[src/rtl/uart_alu_pkg.sv]
// uart_alu_pkg: command/opcode constants and state types shared by the UART ALU
package uart_alu_pkg;
  localparam logic [7:0] CMD_LOAD_A  = 8'h01;
  localparam logic [7:0] CMD_LOAD_B  = 8'h02;
  localparam logic [7:0] CMD_LOAD_OP = 8'h03;
  localparam logic [7:0] CMD_EXEC    = 8'h04;
  localparam logic [7:0] OP_ADD = 8'h20;
  localparam logic [7:0] OP_SUB = 8'h22;
  localparam logic [7:0] OP_AND = 8'h24;
  localparam logic [7:0] OP_OR  = 8'h25;
  localparam logic [7:0] OP_XOR = 8'h26;
  localparam logic [7:0] OP_NOR = 8'h27;
  localparam logic [7:0] OP_SRA = 8'h03;
  localparam logic [7:0] OP_SRL = 8'h02;
  typedef enum logic [2:0] {C_IDLE, C_WAIT_A, C_WAIT_B, C_WAIT_OP, C_EXEC} cmd_state_t;
  typedef enum logic [1:0] {R_IDLE, R_START, R_DATA, R_STOP} rx_state_t;
  typedef enum logic [2:0] {T_IDLE, T_ARM, T_START, T_DATA, T_STOP} tx_state_t;
endpackage

[src/rtl/uart_alu_alu.sv]
// uart_alu_alu: combinational MIPS-funct ALU; shifts only built when SHIFT_OPS_EN is defined
module uart_alu_alu import uart_alu_pkg::*; #(
  parameter int N = 8
) (
  input  logic [N-1:0] a,
  input  logic [N-1:0] b,
  input  logic [N-1:0] op,
  output logic [N-1:0] result
);
  // results wrap mod 2^N; unknown opcodes give zero
  always_comb begin
    result = '0;
    case (op)
      N'(OP_ADD): result = a + b;
      N'(OP_SUB): result = a - b;
      N'(OP_AND): result = a & b;
      N'(OP_OR):  result = a | b;
      N'(OP_XOR): result = a ^ b;
      N'(OP_NOR): result = ~(a | b);
`ifdef SHIFT_OPS_EN
      N'(OP_SRA): result = $signed(a) >>> b;
      N'(OP_SRL): result = a >> b;
`endif
      default:    result = '0;
    endcase
  end
endmodule

[src/rtl/uart_alu_top.sv]
// uart_alu_top: UART-controlled ALU (tick gen, RX, command FSM, TX); define SHIFT_OPS_EN for SRA/SRL
module uart_alu_top import uart_alu_pkg::*; #(
  parameter int N         = 8,
  parameter int CLK_FREQ  = 50000000,
  parameter int BAUD_RATE = 9600
) (
  input  logic clk,
  input  logic reset,
  input  logic rx,
  output logic tx
);
  localparam int DIV = CLK_FREQ / (BAUD_RATE * 16);
  localparam int DW  = DIV > 1 ? $clog2(DIV) : 1;
  localparam int BW  = N > 1 ? $clog2(N) : 1;
  logic [1:0] rst_sync;
  logic rst_n, tick, rx_m, rx_s, rx_q, rx_done, tx_start, tx_busy;
  logic [DW-1:0] tcnt;
  logic [3:0] r_tick, t_tick;
  logic [BW-1:0] r_bit, t_bit;
  logic [N-1:0] r_shift, rx_byte, t_shift, a, b, op, result;
  rx_state_t r_st;
  tx_state_t t_st;
  cmd_state_t st, nxt;
  // reset asserts asynchronously and releases on a clock edge
  always_ff @(posedge clk or negedge reset)
    if (!reset) rst_sync <= '0;
    else rst_sync <= {rst_sync[0], 1'b1};
  assign rst_n = rst_sync[1];
  // free-running 16x oversampling tick
  always_ff @(posedge clk or negedge rst_n)
    if (!rst_n) begin
      tcnt <= '0;
      tick <= 1'b0;
    end else begin
      tick <= tcnt == DW'(DIV - 1);
      tcnt <= tcnt == DW'(DIV - 1) ? '0 : tcnt + 1'b1;
    end
  // two-flop synchronizer plus one delayed copy for falling-edge detection
  always_ff @(posedge clk or negedge rst_n)
    if (!rst_n) {rx_m, rx_s, rx_q} <= 3'b111;
    else {rx_m, rx_s, rx_q} <= {rx, rx_m, rx_s};
  // receiver: mid-bit sampling, glitch rejection on start, drop on bad stop
  always_ff @(posedge clk or negedge rst_n)
    if (!rst_n) begin
      r_st <= R_IDLE;
      r_tick <= '0;
      r_bit <= '0;
      r_shift <= '0;
      rx_byte <= '0;
      rx_done <= 1'b0;
    end else begin
      rx_done <= 1'b0;
      case (r_st)
        R_IDLE: if (rx_q && !rx_s) begin
          r_st <= R_START;
          r_tick <= '0;
        end
        R_START: if (tick) begin
          r_tick <= r_tick + 4'd1;
          if (r_tick == 4'd7) begin
            r_st <= rx_s ? R_IDLE : R_DATA;
            r_tick <= '0;
            r_bit <= '0;
          end
        end
        R_DATA: if (tick) begin
          r_tick <= r_tick + 4'd1;
          if (r_tick == 4'd15) begin
            r_shift <= {rx_s, r_shift[N-1:1]};
            r_bit <= r_bit + 1'b1;
            if (r_bit == BW'(N - 1)) r_st <= R_STOP;
          end
        end
        R_STOP: if (tick) begin
          r_tick <= r_tick + 4'd1;
          if (r_tick == 4'd15) begin
            rx_done <= rx_s;
            rx_byte <= r_shift;
            r_st <= R_IDLE;
          end
        end
        default: r_st <= R_IDLE;
      endcase
    end
  // command FSM state register
  always_ff @(posedge clk or negedge rst_n)
    if (!rst_n) st <= C_IDLE;
    else st <= nxt;
  // command FSM next state: wait states take the next byte whatever its value
  always_comb begin
    nxt = st;
    case (st)
      C_IDLE: if (rx_done)
        nxt = rx_byte == N'(CMD_LOAD_A)  ? C_WAIT_A  :
              rx_byte == N'(CMD_LOAD_B)  ? C_WAIT_B  :
              rx_byte == N'(CMD_LOAD_OP) ? C_WAIT_OP :
              rx_byte == N'(CMD_EXEC)    ? C_EXEC    : C_IDLE;
      C_EXEC: nxt = C_IDLE;
      default: if (rx_done) nxt = C_IDLE;
    endcase
  end
  // command FSM output: an execute while the transmitter is busy is dropped
  always_comb tx_start = st == C_EXEC && !tx_busy;
  // operand and opcode registers
  always_ff @(posedge clk or negedge rst_n)
    if (!rst_n) begin
      a <= '0;
      b <= '0;
      op <= N'(OP_ADD);
    end else if (rx_done) begin
      if (st == C_WAIT_A) a <= rx_byte;
      if (st == C_WAIT_B) b <= rx_byte;
      if (st == C_WAIT_OP) op <= rx_byte;
    end
  uart_alu_alu #(.N(N)) u_alu (.a(a), .b(b), .op(op), .result(result));
  // transmitter: waits for a tick so every bit lasts exactly 16 ticks
  always_ff @(posedge clk or negedge rst_n)
    if (!rst_n) begin
      t_st <= T_IDLE;
      t_tick <= '0;
      t_bit <= '0;
      t_shift <= '0;
      tx <= 1'b1;
    end else
      case (t_st)
        T_IDLE: if (tx_start) begin
          t_st <= T_ARM;
          t_shift <= result;
        end
        T_ARM: if (tick) begin
          t_st <= T_START;
          t_tick <= '0;
          tx <= 1'b0;
        end
        T_START: if (tick) begin
          t_tick <= t_tick + 4'd1;
          if (t_tick == 4'd15) begin
            t_st <= T_DATA;
            t_bit <= '0;
            tx <= t_shift[0];
            t_shift <= t_shift >> 1;
          end
        end
        T_DATA: if (tick) begin
          t_tick <= t_tick + 4'd1;
          if (t_tick == 4'd15) begin
            t_bit <= t_bit + 1'b1;
            tx <= t_bit == BW'(N - 1) ? 1'b1 : t_shift[0];
            t_shift <= t_shift >> 1;
            if (t_bit == BW'(N - 1)) t_st <= T_STOP;
          end
        end
        T_STOP: if (tick) begin
          t_tick <= t_tick + 4'd1;
          if (t_tick == 4'd15) t_st <= T_IDLE;
        end
        default: t_st <= T_IDLE;
      endcase
  assign tx_busy = t_st != T_IDLE;
endmodule

[config.mk]
export PLATFORM = sky130hd
export DESIGN_NAME = uart_alu_top
export DESIGN_NICKNAME = d
export VERILOG_FILES = /design/src/rtl/uart_alu_pkg.sv /design/src/rtl/uart_alu_alu.sv /design/src/rtl/uart_alu_top.sv
export SDC_FILE = /design/constraint.sdc
export NUM_CORES = 1
export LEC_CHECK = 0
export BUFFER_PORTS_ARGS = -buffer_cell sky130_fd_sc_hd__buf_4
export CORE_AREA = 2 2 114 116
export CTS_BUF_LIST = sky130_fd_sc_hd__clkbuf_8
export CTS_CLUSTER_DIAMETER = 40
export DETAILED_ROUTE_END_ITERATION = 12
export DIE_AREA = 0 0 116 118
export SYNTH_ARGS = -nofsm -noshare
export SYNTH_HDL_FRONTEND = slang
export SYNTH_SLANG_ARGS = --single-unit
[constraint.sdc]
create_clock -name clk -period 2.39 [get_ports clk]
set_input_delay 0.239 -clock clk [delete_from_list [all_inputs] [get_ports clk]]
set_output_delay 0.239 -clock clk [all_outputs]
set_load 0.01 [all_outputs]
==> reports/results.tsv <==
metric	value	unit
status	finished, violations left	
violations	negative setup slack	
area_growth	12.4	%
synthFlopType	dfrtp_1	
ios	4	
peakVddDrop	0.291	mV
timing.rr.start	op[6]	
insertion_delay	0.37	ns
max_freq	396	MHz
synth-simple-area-share	0.157	
synth-seq-area-share	0.444	
r2r-end	t_shift[6]	
synth_xor_xnor_area_share	0.0514	
finClkSkew	0.0126	ns
die_area	13700	um^2
worstPathArrival	2.80	ns
coreArea	12400	um^2
grt_usage	0.150	
crit_path_end_kind	flop	
grt_pass1_vias	3417	
totalWireLength	9440	um
routed_via_density	5.08	
fin_hold_ws	0.198	ns
gr-total-overflow	0	
synth_top_family_by_area	simple AND/OR/NAND/NOR gates	
setup_tns	-0.336	ns
synth_compound_area_frac	0.128	
antenna_cells	0	
cts_tree	done	
placed_area	5230	um^2
rrSetupSlack	-0.14	ns
p_per_area	456	nW/um^2
crit_required	2.66	ns
setup_viol	4	
maxCapViolCount	0	
synth_cells	492	
h-tree-depth	3	
dp_hpwl	6840	um
start_util	0.396	
clkSlewWorstSetupHoldPaths	0.09	ns
synthMuxAreaShare	0.0832	
chipWidth	116	um
totalPowerFinal	2.52	mW
root_buffer	clkbuf_8	
drive_gt1_frac	0.198	
worst-path-max-fanout	3	
final_area	5520	um^2
gp_congestion	0.811	
ant_nets	0	
io_buffers	3	
drtIter0Drc	121	
antenna_found_initial	0	
post-route-util	0.445	
wire_per_inst	13.7	um
min_path_type	input port to asynchronous set/reset pin	
die_y	118	um
clockBufferDepth	2	
rsz0062_at_grt	yes	
drc_errors	0	
worst_slack	-0.136	ns
syn_area_per_cell	9.99	um^2
cts.sinks	87	
p_leak	2.47	nW
grt_max_degree	39	
grt_pass1_wl	16300	um
route.vias.total	3493	
yosysWarnings	0	
slew_violations	0	
ys_async_sr_fraction	1.00	
syn_area	4910	um^2
syn_nets	528	
synth_fa_ha_area_frac	0.0855	
reg2reg_depth	10	
finalHoldViolCount	0	
worstMarginPinSlew	0.549	ns
dp_slack	-0.136	ns
synth_seq_cells	87	
min_period	2.53	ns
synth_edf_count	0	
relSlewSlack	0.634	
worst-setup-path-type	flop to flop	
fp-row-count	41	
synth_cell_types	67	
start_kind	flop	
cts-buffers-inserted	9	
first_pass_iters	4	
fin_crit_sh	1.06	
dp_cells	667	
fin_cells	687	
num-nets-final	546	
-- registers in the layout, summed over array words and instances, names as in the netlist, 2 cells and up, named ones only --
register  count
a             8
b             8
op            8
r_bit         3
r_shift       8
r_tick        4
rst_sync      2
rx_byte       8
st            3
t_bit         3
t_shift       8
t_st          3
t_tick        4
tcnt          9
-- cells in the final DEF (no fill, tap or decap), types with 3 or more instances in the layout --
cell type | synthesis | routed
nand2b_1 | 10 | 8
a221oi_1 | 4 | 4
nand2_1 | 56 | 56
o21ai_2 | 1 | 3
xnor2_1 | 19 | 18
ha_1 | 32 | 31
xor2_1 | 8 | 8
nor2b_1 | 9 | 7
nand3_1 | 19 | 19
buf_4 | 3 | 27
mux2_4 | 7 | 8
o32ai_1 | 3 | 3
nand4_1 | 5 | 5
nor2_1 | 32 | 31
inv_1 | 27 | 27
a31oi_1 | 3 | 3
a21oi_1 | 16 | 15
mux2_2 | 19 | 18
o21ai_0 | 41 | 38
dfstp_2 | 5 | 5
and3_1 | 6 | 6
o22ai_1 | 5 | 5
dfrtp_1 | 82 | 81
nor3_1 | 3 | 3
clkbuf_8 | 0 | 11
o211ai_1 | 4 | 4
mux2i_1 | 9 | 9
-- kinds of logic after synthesis --
group	Yosys count
AO/OA/AOI/OAI	98
adder cells (fa/ha/maj)	33
AND/OR/NAND/NOR	157
multiplexers	35
XOR/XNOR	28
flip-flops	87
buffers and inverters	53
other	1
-- worst max-delay path: stages, from the launching register on --
cell and delay, ns:
dfrtp_1 0.40, nor4b_2 0.25, and3b_2 0.25, mux2_4 0.33
fa_2 0.34, nand2b_4 0.17, nor2b_4 0.13, o21ai_1 0.14
a21oi_1 0.09, xor2_1 0.15, o41ai_2 0.19
-- timing repair --
item | 4_1_cts | 5_1_grt
hold endpoints to repair | 3 | 0
resized for setup | 4 | 14
setup buffers | 0 | 2
endpoints found under the setup margin | 5 | 5
hold buffers | 2 | 0
pin swaps | 2 | 11
-- power breakdown --
group	total [mW]	switching (mW)	internal, mW	leakage (nW)
sequential	1.50	0.0230	1.48	1.18
combinational	0.0431	0.0254	0.0177	1.20
clock	0.971	0.536	0.435	0.0971
total	2.52	0.584	1.93	2.47
-- routing by layer --
layer  vias up  part of all wire  routed length (um)  track usage
li1       1751                 -                   -            -
met1      1701              0.48                4550        0.198
met2        29              0.48                4540        0.241
met3        12             0.019                 183       0.0257
met4         0             0.018                 170       0.0655
met5         -                 0                   0            0
-- area by class of cell --
type                            instances  area (um^2)
Clock buffer                           11          151
Clock inverter                          5         33.8
Fill cell                            1210         6890
Inverter                               29          113
Multi-Input combinational cell        352         2570
Sequential cell                        87         2190
Tap cell                              172          215
Timing Repair Buffer                   31          254
-- cell usage after synthesis, types with 3 or more instances --
| master | instances | share of area |
|---|---|---|
| a21oi_1 | 16 | 0.016 |
| a221oi_1 | 4 | 0.0071 |
| a31oi_1 | 3 | 0.0038 |
| and3_1 | 6 | 0.0076 |
| buf_2 | 4 | 0.0041 |
| buf_4 | 3 | 0.0046 |
| buf_6 | 4 | 0.0092 |
| clkbuf_1 | 10 | 0.0076 |
| dfrtp_1 | 82 | 0.42 |
| dfstp_2 | 5 | 0.027 |
| ha_1 | 32 | 0.081 |
| inv_1 | 27 | 0.021 |
| mux2_2 | 19 | 0.044 |
| mux2_4 | 7 | 0.021 |
| mux2i_1 | 9 | 0.018 |
| nand2_1 | 56 | 0.043 |
| nand2b_1 | 10 | 0.013 |
| nand3_1 | 19 | 0.019 |
| nand4_1 | 5 | 0.0064 |
| nor2_1 | 32 | 0.024 |
| nor2b_1 | 9 | 0.011 |
| nor3_1 | 3 | 0.0031 |
| o211ai_1 | 4 | 0.0061 |
| o21ai_0 | 41 | 0.042 |
| o22ai_1 | 5 | 0.0064 |
| o32ai_1 | 3 | 0.0053 |
| xnor2_1 | 19 | 0.034 |
| xor2_1 | 8 | 0.014 |
-- worst max path at each step --
stage | startpoint | to | cells after the start
3_3_place_gp | op[3] | t_shift[6] | 10
6_report | op[6] | t_shift[6] | 10
5_1_grt | op[6] | t_shift[6] | 10
2_1_floorplan | op[1] | t_shift[6] | 12
4_1_cts | op[3] | t_shift[6] | 10
3_5_place_dp | op[3] | t_shift[6] | 10
No activity file was read; power rests on OpenSTA's default activity.
